<file path="config.mk">
export PLATFORM = sky130hd
export DESIGN_NAME = mux_scan_flat
export DESIGN_NICKNAME = d
export VERILOG_FILES = /design/src/rtl/mux_scan_if.sv /design/src/rtl/mux_scan.sv /design/src/flat_wrapper.sv
export SDC_FILE = /design/constraint.sdc
export NUM_CORES = 1
export LEC_CHECK = 0
export CORE_MARGIN = 4
export CORE_UTILIZATION = 48
export DETAILED_ROUTE_END_ITERATION = 10
export HOLD_SLACK_MARGIN = 0.08
export PLACE_DENSITY = 0.87
export SETUP_SLACK_MARGIN = 0.05
export SYNTH_ARGS = -nofsm -noshare
export SYNTH_HDL_FRONTEND = slang
export SYNTH_SLANG_ARGS = --single-unit
</file>
<file path="constraint.sdc">
create_clock -name clk -period 4.3 [get_ports clk]
set_input_delay 0.86 -clock clk [delete_from_list [all_inputs] [get_ports clk]]
set_output_delay 0.86 -clock clk [all_outputs]
set_load 0.02 [all_outputs]
</file>
<file path="src/rtl/mux_scan_if.sv">
// Bus bundle for mux_scan: channel inputs, select controls and tagged registered output.
interface mux_scan_if #(
  parameter int unsigned WIDTH    = 8,
  parameter int unsigned CHANNELS = 8
);
  localparam int unsigned SELW = $clog2(CHANNELS);

  logic                      en;
  logic                      mode;
  logic [SELW-1:0]           sel;
  logic [CHANNELS*WIDTH-1:0] din;
  logic [WIDTH-1:0]          dout;
  logic                      dout_valid;
  logic [SELW-1:0]           ch_out;
  logic                      wrap;

  modport master (
    output en, mode, sel, din,
    input  dout, dout_valid, ch_out, wrap
  );

  modport slave (
    input  en, mode, sel, din,
    output dout, dout_valid, ch_out, wrap
  );
endinterface

</file>
<file path="src/rtl/mux_scan.sv">
// Registered N-channel multiplexer with fixed-select and auto-scan modes.
// Output is tagged with source channel, valid flag and an end-of-sweep wrap pulse.
module mux_scan #(
  parameter int unsigned WIDTH    = 8,
  parameter int unsigned CHANNELS = 8,
  parameter int unsigned DWELL    = 1
) (
  input  logic       clk,
  input  logic       rst,
  mux_scan_if.slave  bus
);
  localparam int unsigned SELW = $clog2(CHANNELS);
  localparam int unsigned DCW  = (DWELL > 1) ? $clog2(DWELL) : 1;

  localparam logic [SELW-1:0] LAST_CH  = SELW'(CHANNELS - 1);
  localparam logic [DCW-1:0]  LAST_DW  = DCW'(DWELL - 1);
  localparam logic [SELW:0]   CH_LIMIT = (SELW + 1)'(CHANNELS);

  logic [WIDTH-1:0] dout_q, dout_d;
  logic             valid_q, valid_d;
  logic [SELW-1:0]  ch_q, ch_d;
  logic             wrap_q, wrap_d;
  logic [SELW-1:0]  ptr_q, ptr_d;
  logic [DCW-1:0]   cnt_q, cnt_d;

  logic [WIDTH-1:0] fixed_data;
  logic [WIDTH-1:0] scan_data;
  logic             sel_in_range;

  // Channel lookups; explicit compare loops keep out-of-range selects from indexing past din.
  always_comb begin
    fixed_data = '0;
    scan_data  = '0;
    for (int unsigned k = 0; k < CHANNELS; k++) begin
      if (bus.sel == SELW'(k)) fixed_data = bus.din[k*WIDTH +: WIDTH];
      if (ptr_q   == SELW'(k)) scan_data  = bus.din[k*WIDTH +: WIDTH];
    end
    sel_in_range = ({1'b0, bus.sel} < CH_LIMIT);
  end

  // Next-state: hold when disabled, fixed select restarts the scan, scan walks ptr with dwell.
  always_comb begin
    dout_d  = dout_q;
    ch_d    = ch_q;
    valid_d = 1'b0;
    wrap_d  = 1'b0;
    ptr_d   = ptr_q;
    cnt_d   = cnt_q;
    if (bus.en) begin
      if (!bus.mode) begin
        ptr_d = '0;
        cnt_d = '0;
        ch_d  = bus.sel;
        if (sel_in_range) begin
          dout_d  = fixed_data;
          valid_d = 1'b1;
        end else begin
          dout_d  = '0;
        end
      end else begin
        dout_d  = scan_data;
        ch_d    = ptr_q;
        valid_d = 1'b1;
        if (cnt_q == LAST_DW) begin
          cnt_d  = '0;
          ptr_d  = (ptr_q == LAST_CH) ? '0 : ptr_q + SELW'(1);
          wrap_d = (ptr_q == LAST_CH);
        end else begin
          cnt_d = cnt_q + DCW'(1);
        end
      end
    end
  end

  // State and output registers with synchronous reset.
  always_ff @(posedge clk) begin
    if (rst) begin
      dout_q  <= '0;
      valid_q <= 1'b0;
      ch_q    <= '0;
      wrap_q  <= 1'b0;
      ptr_q   <= '0;
      cnt_q   <= '0;
    end else begin
      dout_q  <= dout_d;
      valid_q <= valid_d;
      ch_q    <= ch_d;
      wrap_q  <= wrap_d;
      ptr_q   <= ptr_d;
      cnt_q   <= cnt_d;
    end
  end

  assign bus.dout       = dout_q;
  assign bus.dout_valid = valid_q;
  assign bus.ch_out     = ch_q;
  assign bus.wrap       = wrap_q;
endmodule

</file>
<file path="src/flat_wrapper.sv">
// flat-port wrapper written by rule: the top's interface ports become plain ports
module mux_scan_flat 
#(
  parameter int unsigned WIDTH    = 8,
  parameter int unsigned CHANNELS = 8,
  parameter int unsigned DWELL    = 1
)
  (clk, rst, bus_en, bus_mode, bus_sel, bus_din, bus_dout, bus_dout_valid, bus_ch_out, bus_wrap);
  mux_scan_if #(.WIDTH(WIDTH), .CHANNELS(CHANNELS)) bus_i ();
  input  logic clk;
  input  logic rst;
  input wire logic [$bits(bus_i.en)-1:0] bus_en;
  input wire logic [$bits(bus_i.mode)-1:0] bus_mode;
  input wire logic [$bits(bus_i.sel)-1:0] bus_sel;
  input wire logic [$bits(bus_i.din)-1:0] bus_din;
  output wire logic [$bits(bus_i.dout)-1:0] bus_dout;
  output wire logic [$bits(bus_i.dout_valid)-1:0] bus_dout_valid;
  output wire logic [$bits(bus_i.ch_out)-1:0] bus_ch_out;
  output wire logic [$bits(bus_i.wrap)-1:0] bus_wrap;
  assign bus_i.en = bus_en;
  assign bus_i.mode = bus_mode;
  assign bus_i.sel = bus_sel;
  assign bus_i.din = bus_din;
  assign bus_dout = bus_i.dout;
  assign bus_dout_valid = bus_i.dout_valid;
  assign bus_ch_out = bus_i.ch_out;
  assign bus_wrap = bus_i.wrap;
  mux_scan #(.WIDTH(WIDTH), .CHANNELS(CHANNELS), .DWELL(DWELL)) u_core (.clk(clk), .rst(rst), .bus(bus_i));
endmodule
</file>
* Word-level counts from Yosys, hierarchy flattened
Index checks and enable logic that the tools add are counted.
** Storage, ports and cells
- Output and inout bits :: 13
- Input port bits :: 71
- Bits in registers :: 17
** Operators by class
- Mux-type cells :: 24
- Reduce and logical (&&, ||, !) cells :: 4
- Bitwise operators :: 2
- Equality and inequality tests :: 15
- Add/sub/neg operators :: 2
** Operators with widths (count)
- 8-bit two-way mux :: 17
- 3-bit == test (second input constant) :: 8
- 3-bit by 2-bit == test with 1-bit output (second input constant) :: 4
- 3-bit two-way mux :: 4
- 3-bit by 1-bit == test with 1-bit output (second input constant) :: 2
- 3-bit logical NOT :: 2
- 4-bit OR reduction :: 1
- 3-bit by 1-bit adder with 3-bit output (second input constant) :: 1
- 1-bit two-way mux :: 3
- 2-bit != test (second input constant) :: 1
- 1-bit inverter :: 2
- 2-bit AND reduction :: 1
- 1-bit adder (second input constant) :: 1

* Depth between registers and ports, before layout
Gate-level depths: netlist (run 1).
- Depth in word-level cells :: 10
- Mapped depth :: 10
- Mapped depth without buffers :: 7

* Worst setup path after synthesis (run 1)
OpenSTA, ideal clock, no wires.
- Kind :: input -> register
- Start point :: input bus_sel[0]
- End point :: register u_core.dout_q[7], in the netlist u_core.bus.dout[7]
- Library setup time :: 0.126 ns
- Data arrival time :: 1.832 ns
- Data required time :: 4.174 ns
- Setup slack :: 2.342 ns
- Buffers on the path :: 1
- Stages on the path :: 6
- Cells stage by stage :: buf_6 -> mux4_1 -> mux2i_1 -> nor4_1 -> a21oi_2 -> o41ai_1
** On the way
- Longest elaborated chain between the ends :: 10
- Elaborated cells between the ends (all ways) :: 17
- Those cells by class :: eq/ne (7); mux (9); reduce/logical (1)
** RTL lines
- from (decl) :: line flat_wrapper.sv:14 : input wire logic [$bits(bus_i.sel)-1:0] bus_sel;
- 3-bit logical NOT :: line mux_scan.sv:35 : if (bus.sel == SELW'(k)) fixed_data = bus.din[k*WIDTH +: WIDTH];
- 8-bit two-way mux (7 in series) :: line mux_scan.sv:35
- 8-bit two-way mux (*) :: line mux_scan.sv:35
- 8-bit two-way mux (*) :: line mux_scan.sv:50 : if (!bus.mode) begin
- to (signal assigned) :: line mux_scan.sv:85 : dout_q <= dout_d;
- to (decl) :: line mux_scan.sv:19 : logic [WIDTH-1:0] dout_q, dout_d;
Mark *: on every way between the ends. The rest lies on a longest branch, timed or not.
A chain may end at the register's enable or synchronous reset.

* Final worst setup path (run 1)
- Start point :: input bus_sel[0]
- End point :: register u_core.dout_q[1], in the netlist u_core.bus.dout[1]
Same word-level chain as after synthesis.

==> Implementation_results.wiki, run 1 <==
{| class="wikitable"
! Metric !! Value
|-
| Met3 track demand over resource || 6.54%
|-
| Classification of the worst setup path || in -> reg
|-
| Root cell of the clock tree || clkbuf_8
|-
| Clock latency on the worst-skew pair || 270 ps
|-
| Cell count of the worst reg-to-reg path || 7
|-
| Vias post-DR || 2784
|-
| Fraction of the core area covered by cells at the end of the flow || 68.6%
|-
| Post-route worst hold slack || 494 ps
|-
| Part of the Yosys area used for sequential elements || 15.0%
|-
| IO Pins || 84
|-
| Max-slew headroom || 38.8%
|-
| Number of detailed-routing iterations run before antenna repair || 7
|-
| Mean number of vias per cell || 6.77
|-
| Placer Congestion || 0.950
|-
| DP Wirelength || 5900 µm
|-
| Final-report max-slew violation count || 0
|-
| Startpoint of the worst hold path || u_core.bus.ch_out[1]
|-
| Commonest cells in the synthesized netlist || a21oi_1 (32), nor2_1 (23), mux2i_1 (22), o21ai_0 (22), nand2_1 (18)
|-
| Period utilization || 67.4%
|-
| Wire length of the first global-routing pass || 12500 µm
|-
| Total power || 575 µW
|-
| Arrival time reported for the critical path endpoint || 3100 ps
|-
| Number of maximum-capacitance violations || 0
|-
| Row cnt || 24
|-
| Peak supply drop || 0.205 mV
|-
| Crit Reg-Reg Startpoint || u_core.ptr_q[2]
|-
| Hold Path Sink || u_core.bus.ch_out[1]
|-
| Max frequency || 345 MHz
|-
| Vias in the first global route || 2605
|-
| Post CTS Setup Buffer Count || 0
|-
| Cell depth of the worst hold path || 2
|-
| Drt first-iter violations || 501
|-
| Number of nets in the layout || 437
|-
| Largest net degree at the start of global routing || 23
|-
| CP Capture Type || register
|-
| Post-synthesis cell type with the largest combined area || dfxtp_1
|-
| Post-route DRC violation count || 0
|-
| Outcome || completed
|-
| Chip Height || 74.8 µm
|-
| Post-Syn Area || 2140 µm²
|-
| Share of post-route cells with drive strength above 1 || 4.18%
|-
| Dominant synthesized flop cell || dfxtp_1
|-
| Async set-reset flop share out of synthesis || 0%
|-
| Total of warnings raised by yosys || 0
|-
| Kind of launch point of the worst setup path || input pin
|-
| Die X-Extent || 74.8 µm
|-
| Clock edge transition at the registers on the reported setup and hold paths || 80 ps
|-
| Count of final setup violators || 0
|-
| Minimum setup slack among reg-to-reg paths || 1430 ps
|-
| Number of distinct standard cells referenced by the synthesized netlist || 44
|-
| Initial antenna violation count || 0
|-
| Number of instances in the synthesized netlist || 293
|-
| Endpoints failing hold || 0
|-
| Total clock sinks || 16
|-
| Max Root-Sink Buffers || 2
|-
| Average wire per cell in the routed design || 19.9 µm
|-
| TritonCTS clock tree || yes
|-
| Count of instances resized after the clock tree is built || 0
|-
| Final critical path time including I/O delays and setup || 2900 ps
|-
| Leakage component of the power || 1.12 nW
|-
| Top post-synthesis cells by area || dfxtp_1 (15%), mux2i_1 (10%), a21oi_1 (7.5%)
|-
| Number of inserted diodes || 0
|-
| Area share of the leading cell type in the synthesized netlist || 15.0%
|-
| Max Clock Skew || 6.28 ps
|-
| Most frequent cell after synthesis || a21oi_1
|-
| Worst Path Required || 4500 ps
|-
| GR Overflow Total || 0
|-
| GRT Overall Usage || 28.8%
|-
| Post-route ant nets || 0
|-
| Total Routed Length || 8180 µm
|-
| Number of enable-type register cells in the synthesized netlist || 0
|-
| Crit path max fanout || 20
|-
| Flip-flop and latch count after synthesis || 16
|-
| RSZ-0062 raised after global routing || false
|-
| Power per Cell Area || 194 nW/µm²
|-
| Per-instance average area after synthesis || 7.31 µm²
|-
| Post-Place Cells || 407
|-
| Number of levels the H-tree was split into || 1
|-
| Net count after synthesis || 370
|-
| Tightest Pin Transition || 915 ps
|-
| Post-CTS Hold Buffers || 0
|-
| GR Layer Usage met1 || 38.2%
|-
| Synth-to-layout area growth || 38.5%
|-
| Worst hold path class || reg -> reg
|-
| Grt peak-use layer || met2
|-
| Core area || 4320 µm²
|-
| Cts bufs inserted || 3
|-
| Sum Neg Setup Slack || 0 ps
|-
| Die area || 5590 µm²
|-
| IO buf count || 83
|-
| Met2 Use GR || 47.0%
|-
| End of the worst register-to-register path || u_core.bus.dout[7]
|-
| Post-layout instance count excluding filler cells || 411
|-
| Starting density of the core || 49.5%
|}
-- flip-flops by register name, indices dropped and copies added (netlist names) --
name,flops
u_core.bus.ch_out,3
u_core.bus.dout_valid,1
u_core.bus.wrap,1
u_core.bus.dout,8
u_core.ptr_q,3
-- power by group --
group | internal, mW | total, mW | switching [mW]
Clock | 0.0817 | 0.146 | 0.0642
Sequential | 0.159 | 0.168 | 0.00826
Combinational | 0.136 | 0.261 | 0.126
-- critical path, stage by stage --
cell             delay (ps)
clkdlybuf4s50_1        1070
buf_4                   350
nand2b_1                180
o22ai_1                 110
a221o_1                 370
o22ai_1                 150
-- worst max path at each step --
stage,end,start,slack (ps),cells after the start
global route,u_core.bus.dout[7],u_core.ptr_q[2],1210,7
detailed placement,u_core.bus.dout[7],bus_sel[0],1160,6
floorplan,u_core.bus.dout[7],bus_sel[0],2340,6
CTS,u_core.bus.dout[7],bus_sel[0],1440,6
global placement,u_core.bus.dout[7],bus_sel[0],1210,6
finish,u_core.bus.dout[1],bus_sel[0],1400,6
-- final cells by class --
type	count	area [µm²]
Tap cell	52	65.1
Inverter	13	48.8
Timing Repair Buffer	88	868
Multi-Input combinational cell	238	1610
Fill cell	377	1360
Sequential cell	16	320
Clock buffer	4	55.1
-- routing by layer --
| layer | share of wire (%) | wire [µm] |
|---|---|---|
| met4 | 2.7 | 218 |
| met2 | 46 | 3730 |
| met5 | 0 | 0 |
| met1 | 38 | 3090 |
| met3 | 14 | 1140 |
-- cell usage in the layout (no fill, tap or decap), types with 8 or more instances in the layout --
cell type and n:
o22ai_1 12, clkdlybuf4s50_1 83, nor3_1 9, a21oi_1 32, nand3_1 8, nor2_1 23
inv_1 13, dfxtp_1 16, mux2i_1 22, nand2_1 18, o211ai_1 9, nand2b_1 8
o21ai_0 22, nor2b_1 8
-- per-stage QoR --
stage / worst slack (ps) / area, µm²
after floorplan: 2340 / 2140
after global placement: 1210 / 2910
after detailed placement: 1160 / 2910
after CTS: 1440 / 2970
after global routing: 1210 / 2970
final: 1400 / 2970
-- cell families (layout without fill, tap and decap cells) --
group	after synthesis	in the layout	synth area share (%)
AO/OA/AOI/OAI	124	124	38.9
AND/OR/NAND/NOR	81	81	18.4
flip-flops	16	16	15.0
multiplexers	27	27	14.3
buffers and inverters	39	105	9.94
adder cells (fa/ha/maj)	6	6	3.51
Power figures use the tool's default switching activity.
==> run 2: changes to the inputs <==
--- a/config.mk
+++ b/config.mk
@@ -6,10 +6,10 @@
 export NUM_CORES = 1
 export LEC_CHECK = 0
 export CORE_MARGIN = 4
-export CORE_UTILIZATION = 48
+export CORE_UTILIZATION = 45
 export DETAILED_ROUTE_END_ITERATION = 10
 export HOLD_SLACK_MARGIN = 0.08
-export PLACE_DENSITY = 0.87
+export PLACE_DENSITY = 0.82
 export SETUP_SLACK_MARGIN = 0.05
 export SYNTH_ARGS = -nofsm -noshare
 export SYNTH_HDL_FRONTEND = slang
==> constraint.sdc (replaced) <==
create_clock -name clk -period 2.91 [get_ports clk]
set_input_delay 0.582 -clock clk [delete_from_list [all_inputs] [get_ports clk]]
set_output_delay 0.582 -clock clk [all_outputs]
set_load 0.02 [all_outputs]
==> Implementation_results.wiki, run 2 (synthesized netlist as in run 1, its figures left out) <==
{| class="wikitable"
! Metric !! Value
|-
| Outcome || completed
|-
| Mean number of vias per cell || 6.32 (-6.7%)
|-
| Root cell of the clock tree || clkbuf_8
|-
| Critical-path top delay cell || nor2b_2
|-
| Synth-to-layout area growth || 43.3%
|-
| Share of post-route cells with drive strength above 1 || 7.28% (+3.1 points)
|-
| Chip Height || 77.0 µm (+2.9%)
|-
| Count of instances resized after the clock tree is built || 0 (unchanged)
|-
| IO Pins || 84 (unchanged)
|-
| Post-CTS Hold Buffers || 0 (unchanged)
|-
| Worst hold path class || reg -> reg
|-
| Endpoints failing hold || 0 (unchanged)
|-
| Cts bufs inserted || 3 (unchanged)
|-
| Average wire per cell in the routed design || 19.2 µm (-3.4%)
|-
| DP Wirelength || 6120 µm (+3.8%)
|-
| Cell depth of the worst hold path || 2 (unchanged)
|-
| Max Clock Skew || 4.11 ps (-2.16 ps)
|-
| Worst Path Required || 3050 ps (-1450 ps)
|-
| Drt first-iter violations || 319 (-36%)
|-
| Power per Cell Area || 279 nW/µm² (+44%)
|-
| IO buf count || 83 (unchanged)
|-
| Number of levels the H-tree was split into || 1 (unchanged)
|-
| Max frequency || 405 MHz
|-
| Flip-flop count of the largest register after layout || 8 (unchanged)
|-
| Number of detailed-routing iterations run before antenna repair || 6 (-1)
|-
| Maximum single-stage delay on the critical path || 480 ps (-590 ps)
|-
| Placer Congestion || 0.965 (+1.6%)
|-
| Clock edge transition at the registers on the reported setup and hold paths || 80 ps (about the same)
|-
| Crit path max fanout || 19 (-5.0%)
|-
| Vias in the first global route || 2633 (+1.1%)
|-
| Total clock sinks || 16 (unchanged)
|-
| Arrival time reported for the critical path endpoint || 2610 ps (-490 ps)
|-
| Kind of launch point of the worst setup path || register
|-
| Die X-Extent || 77.0 µm (+2.9%)
|-
| Largest net degree at the start of global routing || 38 (+65%)
|-
| Post CTS Setup Buffer Count || 0 (unchanged)
|-
| Tightest Pin Transition || 693 ps (-222 ps)
|-
| Post-route DRC violation count || 0 (unchanged)
|-
| Max Root-Sink Buffers || 2 (unchanged)
|-
| Row cnt || 24 (unchanged)
|-
| Count of final setup violators || 0 (unchanged)
|-
| Post-route cell area || 3070 µm² (+3.5%)
|-
| Period utilization || 84.8%
|-
| Peak supply drop || 0.295 mV (+44%)
|-
| Initial antenna violation count || 0 (unchanged)
|-
| Final critical path time including I/O delays and setup || 2470 ps
|-
| Vias post-DR || 2672 (-4.0%)
|-
| Sum Neg Setup Slack || 0 ps (unchanged)
|-
| Post-placement cell area || 3010 µm² (+3.5%)
|-
| GR Overflow Total || 0 (unchanged)
|-
| Number of inserted diodes || 0 (unchanged)
|-
| Core area || 4470 µm² (+3.5%)
|-
| Final-report max-slew violation count || 0 (unchanged)
|-
| Most frequent cells in the layout || clkdlybuf4s50_1 (83), a21oi_1 (32), nor2_1 (23)
|-
| Leakage component of the power || 1.19 nW (+5.7%)
|-
| Number of maximum-capacitance violations || 0 (unchanged)
|-
| CP Capture Type || register
|-
| Wire length of the first global-routing pass || 13100 µm (+4.5%)
|-
| RSZ-0062 raised after global routing || false
|-
| Max-slew headroom || 53.8% (+15 points)
|-
| Classification of the worst setup path || reg -> reg
|-
| Starting density of the core || 47.8% (-1.7 points)
|-
| Number of nets in the layout || 449 (+2.7%)
|-
| Most common library cell in the layout ignoring fill and taps || clkdlybuf4s50_1
|-
| Cell count of the worst reg-to-reg path || 7 (unchanged)
|-
| Post-route ant nets || 0 (unchanged)
|-
| GRT Overall Usage || 26.8% (-2.0 points)
|-
| Clock latency on the worst-skew pair || 260 ps (about the same)
|-
| TritonCTS clock tree || yes
|-
| Die area || 5930 µm² (+5.9%)
|-
| Series of cell instances along the critical path || inv_1 -> ha_1 -> nor2b_2 -> a22oi_1 -> a221oi_1 -> a2111oi_0 -> o41ai_1
|-
| Total Routed Length || 8130 µm (-0.60%)
|}
-- run 2: cell count changes in the layout (fill, tap and decap cells not counted), sizes merged --
cell	before	now
buf	5	17
-- run 2: final timing paths --
kind / from / to / slack, ps
worst max-delay path: u_core.ptr_q[1] / u_core.bus.dout[7] / 440
worst min-delay path: u_core.bus.ch_out[2] / u_core.bus.ch_out[2] / 490
worst max register to register: u_core.ptr_q[1] / u_core.bus.dout[7] / 440
worst min register to register: u_core.bus.ch_out[2] / u_core.bus.ch_out[2] / 490
-- run 2: layout make-up --
class | count | area [µm²]
Multi-Input combinational cell | 238 | 1610
Tap cell | 52 | 65.1
Timing Repair Buffer | 100 | 971
Inverter | 13 | 48.8
Clock buffer | 4 | 55.1
Fill cell | 393 | 1410
Sequential cell | 16 | 320
-- run 2: power breakdown --
group          switching (mW)  internal, mW
Clock                  0.0965         0.121
Combinational           0.185         0.208
Sequential             0.0118         0.236
Total                   0.293         0.564
-- run 2: layer usage --
layer  GRT usage, %  part of all wire, %  vias to the layer above  routed length [µm]
li1               -                    -                     1280                   -
met4           7.47                  2.5                        0                 203
met2           43.2                   44                      172                3600
met3           5.74                  9.9                       28                 803
met1           36.1                   43                     1192                3530
met5              0                    0                        -                   0
-- run 2: worst max-delay path, delay by kind of cell, from the launching register on --
kind                     cells  cell delay (ps)
flip-flops                   1              410
AO/OA/AOI/OAI                4              950
adder cells (fa/ha/maj)      1              430
buffers and inverters        1               80
AND/OR/NAND/NOR              1              480
-- run 2: metrics by stage --
step                      worst slack [ps]  std cells  hold slack, ps  util [%]  power, mW
after detailed placement               536        419             483      67.3      0.635
after CTS                              522        423             493      68.6      0.850
after floorplan                       1060        293             490         -      0.448
after global routing                   307        423             522      68.6      0.894
after global placement                 601        419             474      67.3      0.633
final                                  441        423             491      68.6      0.857
